### src/rtl/sass_t.sv
// sass_t: single-wire SASS transmitter.
// Sends a data_l-bit word on the idle-high line s. The frame is one start bit (low),
// then the data bits LSB first, then one stop bit (high). Each bit lasts BP = t_d+1 clocks,
// where t_d = clk_f*t/range.
// Ports:
//   clk  - clock, rising edge
//   rst  - synchronous reset, active-high
//   data - word to send, captured when send is accepted
//   send - request, accepted when send && !busy
//   s    - transmission line (registered, idle high)
//   busy - high from the cycle after accept until frame end
//   done - one-cycle pulse in the first idle cycle after the stop bit
module sass_t #(
  parameter int unsigned data_l = 14,
  parameter int unsigned clk_f  = 50_000_000,
  parameter int unsigned range  = 1_000_000,
  parameter int unsigned t      = 300
) (
  input  logic              clk,
  input  logic              rst,
  input  logic [data_l-1:0] data,
  input  logic              send,
  output logic              s,
  output logic              busy,
  output logic              done
);

  // 64-bit product: clk_f*t overflows 32 bits for the default parameter set
  localparam longint unsigned T_D_L = (64'(clk_f) * 64'(t)) / 64'(range);
  localparam int unsigned T_D = 32'(T_D_L);
  localparam int unsigned CW  = $clog2(T_D + 1);
  localparam int unsigned BW  = $clog2(data_l + 1);

  typedef enum logic [1:0] {IDLE, START, DATA, STOP} state_t;

  state_t            state;
  logic [CW-1:0]     count;
  logic [BW-1:0]     bit_idx;
  logic [data_l-1:0] buffer;
  logic              bit_end;

  assign bit_end = (count == CW'(T_D));

  // Frame sequencer; s is always loaded one cycle ahead so it only toggles at bit boundaries
  always_ff @(posedge clk) begin
    if (rst) begin
      state   <= IDLE;
      s       <= 1'b1;
      busy    <= 1'b0;
      done    <= 1'b0;
      count   <= '0;
      bit_idx <= '0;
      buffer  <= '0;
    end else begin
      done <= 1'b0;
      case (state)
        IDLE: begin
          s    <= 1'b1;
          busy <= 1'b0;
          if (send) begin
            buffer  <= data;
            count   <= '0;
            bit_idx <= '0;
            s       <= 1'b0;
            busy    <= 1'b1;
            state   <= START;
          end
        end
        START: begin
          if (bit_end) begin
            count   <= '0;
            bit_idx <= '0;
            s       <= buffer[0];
            state   <= DATA;
          end else begin
            count <= count + CW'(1);
          end
        end
        DATA: begin
          if (bit_end) begin
            count <= '0;
            if (bit_idx == BW'(data_l - 1)) begin
              s     <= 1'b1;
              state <= STOP;
            end else begin
              // buffer[0] always holds the bit currently on the line
              bit_idx <= bit_idx + BW'(1);
              buffer  <= buffer >> 1;
              s       <= buffer[1];
            end
          end else begin
            count <= count + CW'(1);
          end
        end
        STOP: begin
          if (bit_end) begin
            count <= '0;
            busy  <= 1'b0;
            done  <= 1'b1;
            state <= IDLE;
          end else begin
            count <= count + CW'(1);
          end
        end
        default: begin
          state <= IDLE;
          s     <= 1'b1;
          busy  <= 1'b0;
        end
      endcase
    end
  end

endmodule
### config.mk
export PLATFORM = sky130hd
export DESIGN_NAME = sass_t
export DESIGN_NICKNAME = d
export VERILOG_FILES = /design/src/rtl/sass_t.sv
export SDC_FILE = /design/constraint.sdc
export NUM_CORES = 1
export LEC_CHECK = 0
export ABC_CLOCK_PERIOD_IN_PS = 5300
export CAP_MARGIN = 20
export CORE_ASPECT_RATIO = 0.7
export CORE_MARGIN = 2
export CORE_UTILIZATION = 56
export CTS_CLUSTER_DIAMETER = 80
export DETAILED_ROUTE_END_ITERATION = 16
export PLACE_DENSITY = 0.76
export SETUP_SLACK_MARGIN = 0.4
export SLEW_MARGIN = 10
export SYNTH_ARGS = -nofsm -noshare
export SYNTH_HDL_FRONTEND = slang
export SYNTH_SLANG_ARGS = --single-unit
### constraint.sdc
create_clock -name clk -period 5.3 [get_ports clk]
set_input_delay 1.06 -clock clk [delete_from_list [all_inputs] [get_ports clk]]
set_output_delay 1.06 -clock clk [all_outputs]
set_load 0.02 [all_outputs]
==> results of run 1 <==
==> path summary, 6_finish.rpt <==
| check | endpoint | slack [ns] | cells past startpoint |
|---|---|---|---|
| worst max-delay path | buffer[4] | 2.35 | 5 |
| worst min-delay path | count[13] | 0.47 | 1 |
| worst max register to register | buffer[4] | 2.63 | 6 |
| worst min register to register | count[13] | 0.47 | 1 |
==> cells in the mapped netlist, types with 3 or more instances <==
master,number
a211oi_1,4
a211oi_2,9
a21o_1,3
a21oi_1,22
a311oi_1,4
a31oi_1,4
and2_1,3
and3_1,3
clkbuf_1,6
dfxtp_1,37
ha_1,8
inv_1,8
mux2i_1,16
nand2_1,14
nand2b_1,8
nand3_1,9
nand4_1,4
nor2_1,16
nor3_1,6
o21ai_0,6
==> critical path, cell delays in order <==
cell and delay (ns):
clkdlybuf4s50_1 0.50, nor2b_1 0.12, o32ai_4 0.57, and2_1 0.67, a211oi_2 0.16
==> layer usage <==
layer / vias up / GRT usage (%)
met4: 0 / 6.122
li1: 893 / -
met2: 43 / 30.05
met3: 4 / 6.331
met5: - / 0
met1: 776 / 35.90
==> cells by family (layout without fill, tap and decap cells) <==
| kind of cell | Yosys count | in the layout | share of synthesized area, % |
|---|---|---|---|
| AO/OA/AOI/OAI | 67 | 67 | 23.54 |
| flip-flops | 37 | 37 | 34.66 |
| adder cells (fa/ha/maj) | 8 | 8 | 4.684 |
| buffers and inverters | 22 | 37 | 5.796 |
| multiplexers | 16 | 16 | 7.494 |
| AND/OR/NAND/NOR | 82 | 82 | 23.01 |
| XOR/XNOR | 2 | 2 | 0.8198 |
==> flip-flops by register name, indices dropped and copies added, names as in the netlist <==
| register | cells |
|---|---|
| buffer | 14 |
| busy | 1 |
| bit_idx | 4 |
| done | 1 |
| s | 1 |
| count | 14 |
| state | 2 |
==> stage by stage <==
stage          util [%]  power (W)  hold WS, ns  cell area (sq um)
2_1_floorplan         -  0.0007626       0.4310               2137
3_3_place_gp      64.54  0.0008261       0.4455               2311
3_5_place_dp      64.54  0.0008347       0.4553               2311
4_1_cts           67.37   0.001059       0.4661               2412
5_1_grt           67.37   0.001129       0.4861               2412
6_report          67.37   0.001056       0.4686               2412
==> where the power goes <==
group	total [W]	internal (W)	switching [W]	leakage, nW
clock	0.000218	0.000118	0.000101	0.0542
combinational	0.000460	0.000184	0.000276	0.485
sequential	0.000377	0.000337	0.0000405	0.302
total	0.00106	0.000638	0.000418	0.842
==> layout make-up <==
type	count	area (sq um)
clock buffer	7	96.34
clock inverter	1	5.005
fill	307	1169
inverter	8	30.03
multi-input combinational	175	1272
sequential	37	740.7
tap	50	62.56
timing repair buffer	21	205.2
==> results.json, run 1 <==
{
  "status": "finished, final reports clean",
  "synth.top_cell.area_share_pct": 34.66,
  "insertion_delay_ns": 0.29,
  "rsz0062_at_grt": "false",
  "finalNonFillerCells": 299,
  "dp_cells": 291,
  "ys_seq_elements": 37,
  "final_cell_mix": "37 x dfxtp_1, 22 x a21oi_1, 19 x clkdlybuf4s50_1",
  "first_pass_iters": 4,
  "drc_errors": 0,
  "r2r_start": "state[1]",
  "dieWidth_um": 77.84,
  "track_usage_pct": 22.90,
  "diodes": 0,
  "port_buffers": 19,
  "fmax_mhz": 338.9,
  "tightest_slew_ns": 0.6995,
  "grt_pass1_vias": 1582,
  "avgSynthCellArea_sq_um": 9.133,
  "worstSetupStartpointType": "primary input",
  "cts_resized": 0,
  "yosysSeqAreaShare_pct": 34.66,
  "peakVddDrop_uv": 267.0,
  "clockBufferDepth": 2,
  "slew_headroom_pct": 53.37,
  "min_path_type": "flip-flop to flip-flop",
  "dieHeight_um": 55.69,
  "wl_met3_um": 228,
  "synth.distinct_cells": 54,
  "synth_edf_count": 0,
  "synth_async_sr_flop_share_pct": 0,
  "synth_area_leaders": "dfxtp_1 35%, mux2i_1 7.5%, a211oi_2 5.3%, a21oi_1 5.2%, ha_1 4.7%",
  "dr.first_iter.drc_count": 101,
  "path_clk_slew_ns": 0.08,
  "dieArea_sq_mm": 0.004334,
  "worst_setup_path_end_kind": "flip-flop",
  "post_cts_buffers": 0,
  "cts-root-buf": "clkbuf_8",
  "synth_top_area_cell": "dfxtp_1",
  "initial_core_util_pct": 59.68,
  "p_leak_nw": 0.8418,
  "routed_via_density": 5.739,
  "grt_pass1_wl_mm": 7.755,
  "cts_num_sinks": 37,
  "dr_total_vias": 1716,
  "wl_met1_mm": 2.573,
  "ant_nets": 0,
  "dp_worst_setup_slack_ns": 2.031,
  "cts-htree-levels": 2,
  "final_common_cell": "dfxtp_1",
  "nets": 273,
  "layout_min_cycle_time_ns": 2.951,
  "hold_viol_final": 0,
  "cts_buffers": 5,
  "finalWorstSetupSlack_ns": 2.349,
  "synth_ff_type": "dfxtp_1",
  "overflow": 0,
  "wl_per_cell_um": 15.58,
  "path_class": "primary input to flip-flop",
  "critPathMaxFanout": 15,
  "syn_to_final_growth_pct": 12.88,
  "drv_cap": 0,
  "critical_path.startpoint": "send",
  "met2_length_mm": 1.813,
  "coreArea_sq_mm": 0.003581,
  "io_pins": 20,
  "top_layer": "met4",
  "rows": 18,
  "cp.required_ns": 5.44,
  "dpl.hpwl_mm": 3.280,
  "setup_viol": 0,
  "yosys_warnings": 0,
  "grt_max_degree": 26,
  "place.gp.congestion": 0.8614,
  "routed_wl_mm": 4.658,
  "drv_slew": 0,
  "skew_ns": 0.006877,
  "layout-drive-gt1-share_pct": 12.45,
  "fin_crit_sh_pct": 55.68,
  "tritoncts": "built",
  "fin_setup_tns_ns": 0,
  "antenna_found_initial": 0,
  "arrival_ns": 3.09,
  "cts_hold_buf": 0,
  "power_density_mw_per_mm2": 437.7,
  "netlist_instances": 234,
  "hold_start": "count[13]",
  "synth_nets": 259,
  "syn-cell-area_sq_mm": 0.002137
}
Note: power is estimated with default switching activity, not from simulation.
==> inputs of run 2 (changes only) <==
--- a/config.mk
+++ b/config.mk
@@ -5,7 +5,7 @@
 export SDC_FILE = /design/constraint.sdc
 export NUM_CORES = 1
 export LEC_CHECK = 0
-export ABC_CLOCK_PERIOD_IN_PS = 5300
+export ABC_CLOCK_PERIOD_IN_PS = 2750
 export CAP_MARGIN = 20
 export CORE_ASPECT_RATIO = 0.7
 export CORE_MARGIN = 2
==> constraint.sdc (replaced) <==
create_clock -name clk -period 2.75 [get_ports clk]
set_input_delay 0.55 -clock clk [delete_from_list [all_inputs] [get_ports clk]]
set_output_delay 0.55 -clock clk [all_outputs]
set_load 0.02 [all_outputs]
==> run 2 against run 1 <==
Utilization rose by 0.94 points. Critical path depth is 1 higher. Sequential cell count did not move. Cell count grew 1.3%. Via count rose by 3.5%. Largest cell class unchanged. Clock-buffer cell count unchanged. Wire length shrank 3.6%. Design area increased by 1.4%.
==> results.json, run 2 (same netlist as run 1, synthesis figures left out) <==
{
  "cp.required_ns": 2.96,
  "final_common_cell": "dfxtp_1",
  "track_usage_pct": 22.38,
  "seqPwrFrac_pct": 35.4,
  "dr.first_iter.drc_count": 129,
  "tightest_slew_ns": 0.4331,
  "min_path_type": "flip-flop to flip-flop",
  "drv_cap": 0,
  "post_cts_buffers": 0,
  "coreArea_sq_mm": 0.003581,
  "worstSetupStartpointType": "flip-flop",
  "rsz0062_at_grt": "false",
  "place.gp.congestion": 0.8199,
  "wl_per_cell_um": 14.81,
  "power_density_mw_per_mm2": 836.4,
  "fin_setup_tns_ns": 0,
  "critPathMaxFanout": 14,
  "fill_cells": 301,
  "dr_total_vias": 1776,
  "layout-drive-gt1-share_pct": 14.62,
  "crit_path_top_delay_cell": "ha_1",
  "tritoncts": "built",
  "reg_top3": "buffer (14), count (14), bit_idx (4)",
  "cts-htree-levels": 2,
  "holdPathStages": 1,
  "p_leak_nw": 0.8638,
  "path_cells": "inv_1 -> ha_1 -> nor2b_2 -> o32ai_4 -> and2_2 -> a211oi_1",
  "routed_wl_mm": 4.488,
  "dpl.hpwl_mm": 3.204,
  "path_class": "flip-flop to flip-flop",
  "final_cell_mix": "37 x dfxtp_1, 22 x a21oi_1, 19 x clkdlybuf4s50_1",
  "status": "finished, final reports clean",
  "arrival_ns": 2.24,
  "cts-root-buf": "clkbuf_8",
  "clockBufferDepth": 2,
  "setup_viol": 0,
  "diodes": 0,
  "dieWidth_um": 77.84,
  "insertion_delay_ns": 0.29,
  "grt_pass1_vias": 1612,
  "rows": 18,
  "routed_via_density": 5.861,
  "ant_nets": 0,
  "first_pass_iters": 5,
  "peakVddDrop_uv": 501.4,
  "drc_errors": 0,
  "worst_setup_path_end_kind": "flip-flop",
  "grt_max_degree": 19,
  "clkPwrFrac_pct": 20.6,
  "io_pins": 20,
  "syn_to_final_growth_pct": 14.46,
  "swShare_pct": 39.14,
  "fmax_mhz": 492.1,
  "path_clk_slew_ns": 0.08,
  "overflow": 0,
  "final_util_pct": 68.31,
  "switching_power_w": 0.0008009,
  "nets": 277,
  "fin_crit_sh_pct": 73.90,
  "skew_ns": 0.006311,
  "multiInputGateArea_sq_mm": 0.001276,
  "cp_slowest_stage_delay_ns": 0.43,
  "pwr-share-comb_pct": 44.0,
  "rrSetupSlack_ns": 0.72,
  "slew_headroom_pct": 71.13,
  "antenna_found_initial": 0,
  "cts_num_sinks": 37,
  "grt_pass1_wl_mm": 7.686,
  "dieArea_sq_mm": 0.004334,
  "hold_viol_final": 0,
  "port_buffers": 19,
  "initial_core_util_pct": 59.68,
  "dieHeight_um": 55.69,
  "cell_internal_pwr_w": 0.001245,
  "drv_slew": 0,
  "regArea_sq_um": 740.7,
  "whs_ns": 0.4668,
  "cts_buffers": 5,
  "layout_min_cycle_time_ns": 2.032,
  "r2r_cells": 6
}
==> run 2: cell types whose count changed in the layout (fill, tap and decap cells not counted), sizes merged <==
cell  delta
buf      +4
==> run 2: worst max-delay path, delay by kind of cell, from the launching register on <==
family	cells	cell delay [ns]
buffers and inverters	1	0.10
adder cells (fa/ha/maj)	1	0.43
flip-flops	1	0.34
AO/OA/AOI/OAI	2	0.36
AND/OR/NAND/NOR	2	0.72
==> run 2: layout make-up <==
type | count | share of cell area, %
tap | 50 | 2.558
sequential | 37 | 30.28
multi-input combinational | 175 | 52.17
clock inverter | 1 | 0.2046
timing repair buffer | 25 | 9.616
inverter | 8 | 1.228
clock buffer | 7 | 3.939
==> run 2: metal layers <==
metal	track usage [%]	wire length (um)	vias up
met5	0	0	-
met4	7.908	70	0
met3	5.032	290	7
met2	28.94	1713	48
met1	35.36	2414	814
li1	-	-	907
==> run 2: path summary, 6_finish.rpt <==
kind                            startpoint          to
worst min-delay path                     s           s
worst max-delay path              state[0]  buffer[11]
worst min register to register           s           s
worst max register to register    state[0]  buffer[11]
==> run 2: timing repair <==
action                     in CTS  in global routing
resized for setup               0                  2
hold buffers                    0                  0
setup endpoints to repair       0                 14
==> run 2: power groups by stage <==
stage | clock [W] | combinational (W) | sequential [W]
floorplan | 0 | 0.000743 | 0.000727
global placement | 0 | 0.000878 | 0.000729
detailed placement | 0 | 0.000882 | 0.000735
CTS | 0.000427 | 0.000888 | 0.000724
global route | 0.000453 | 0.000987 | 0.000739
finish | 0.000422 | 0.000900 | 0.000724
==> run 2: per-stage QoR <==
| step | area (sq um) | cells | worst slack, ns | total power, W |
|---|---|---|---|---|
| after floorplan | 2137 | 234 | 0.8683 | 0.001470 |
| after global placement | 2341 | 295 | 0.3744 | 0.001607 |
| after detailed placement | 2341 | 295 | 0.3324 | 0.001617 |
| after CTS | 2442 | 303 | 0.4382 | 0.002039 |
| after global routing | 2446 | 303 | 0.4815 | 0.002179 |
| final | 2446 | 303 | 0.7178 | 0.002046 |
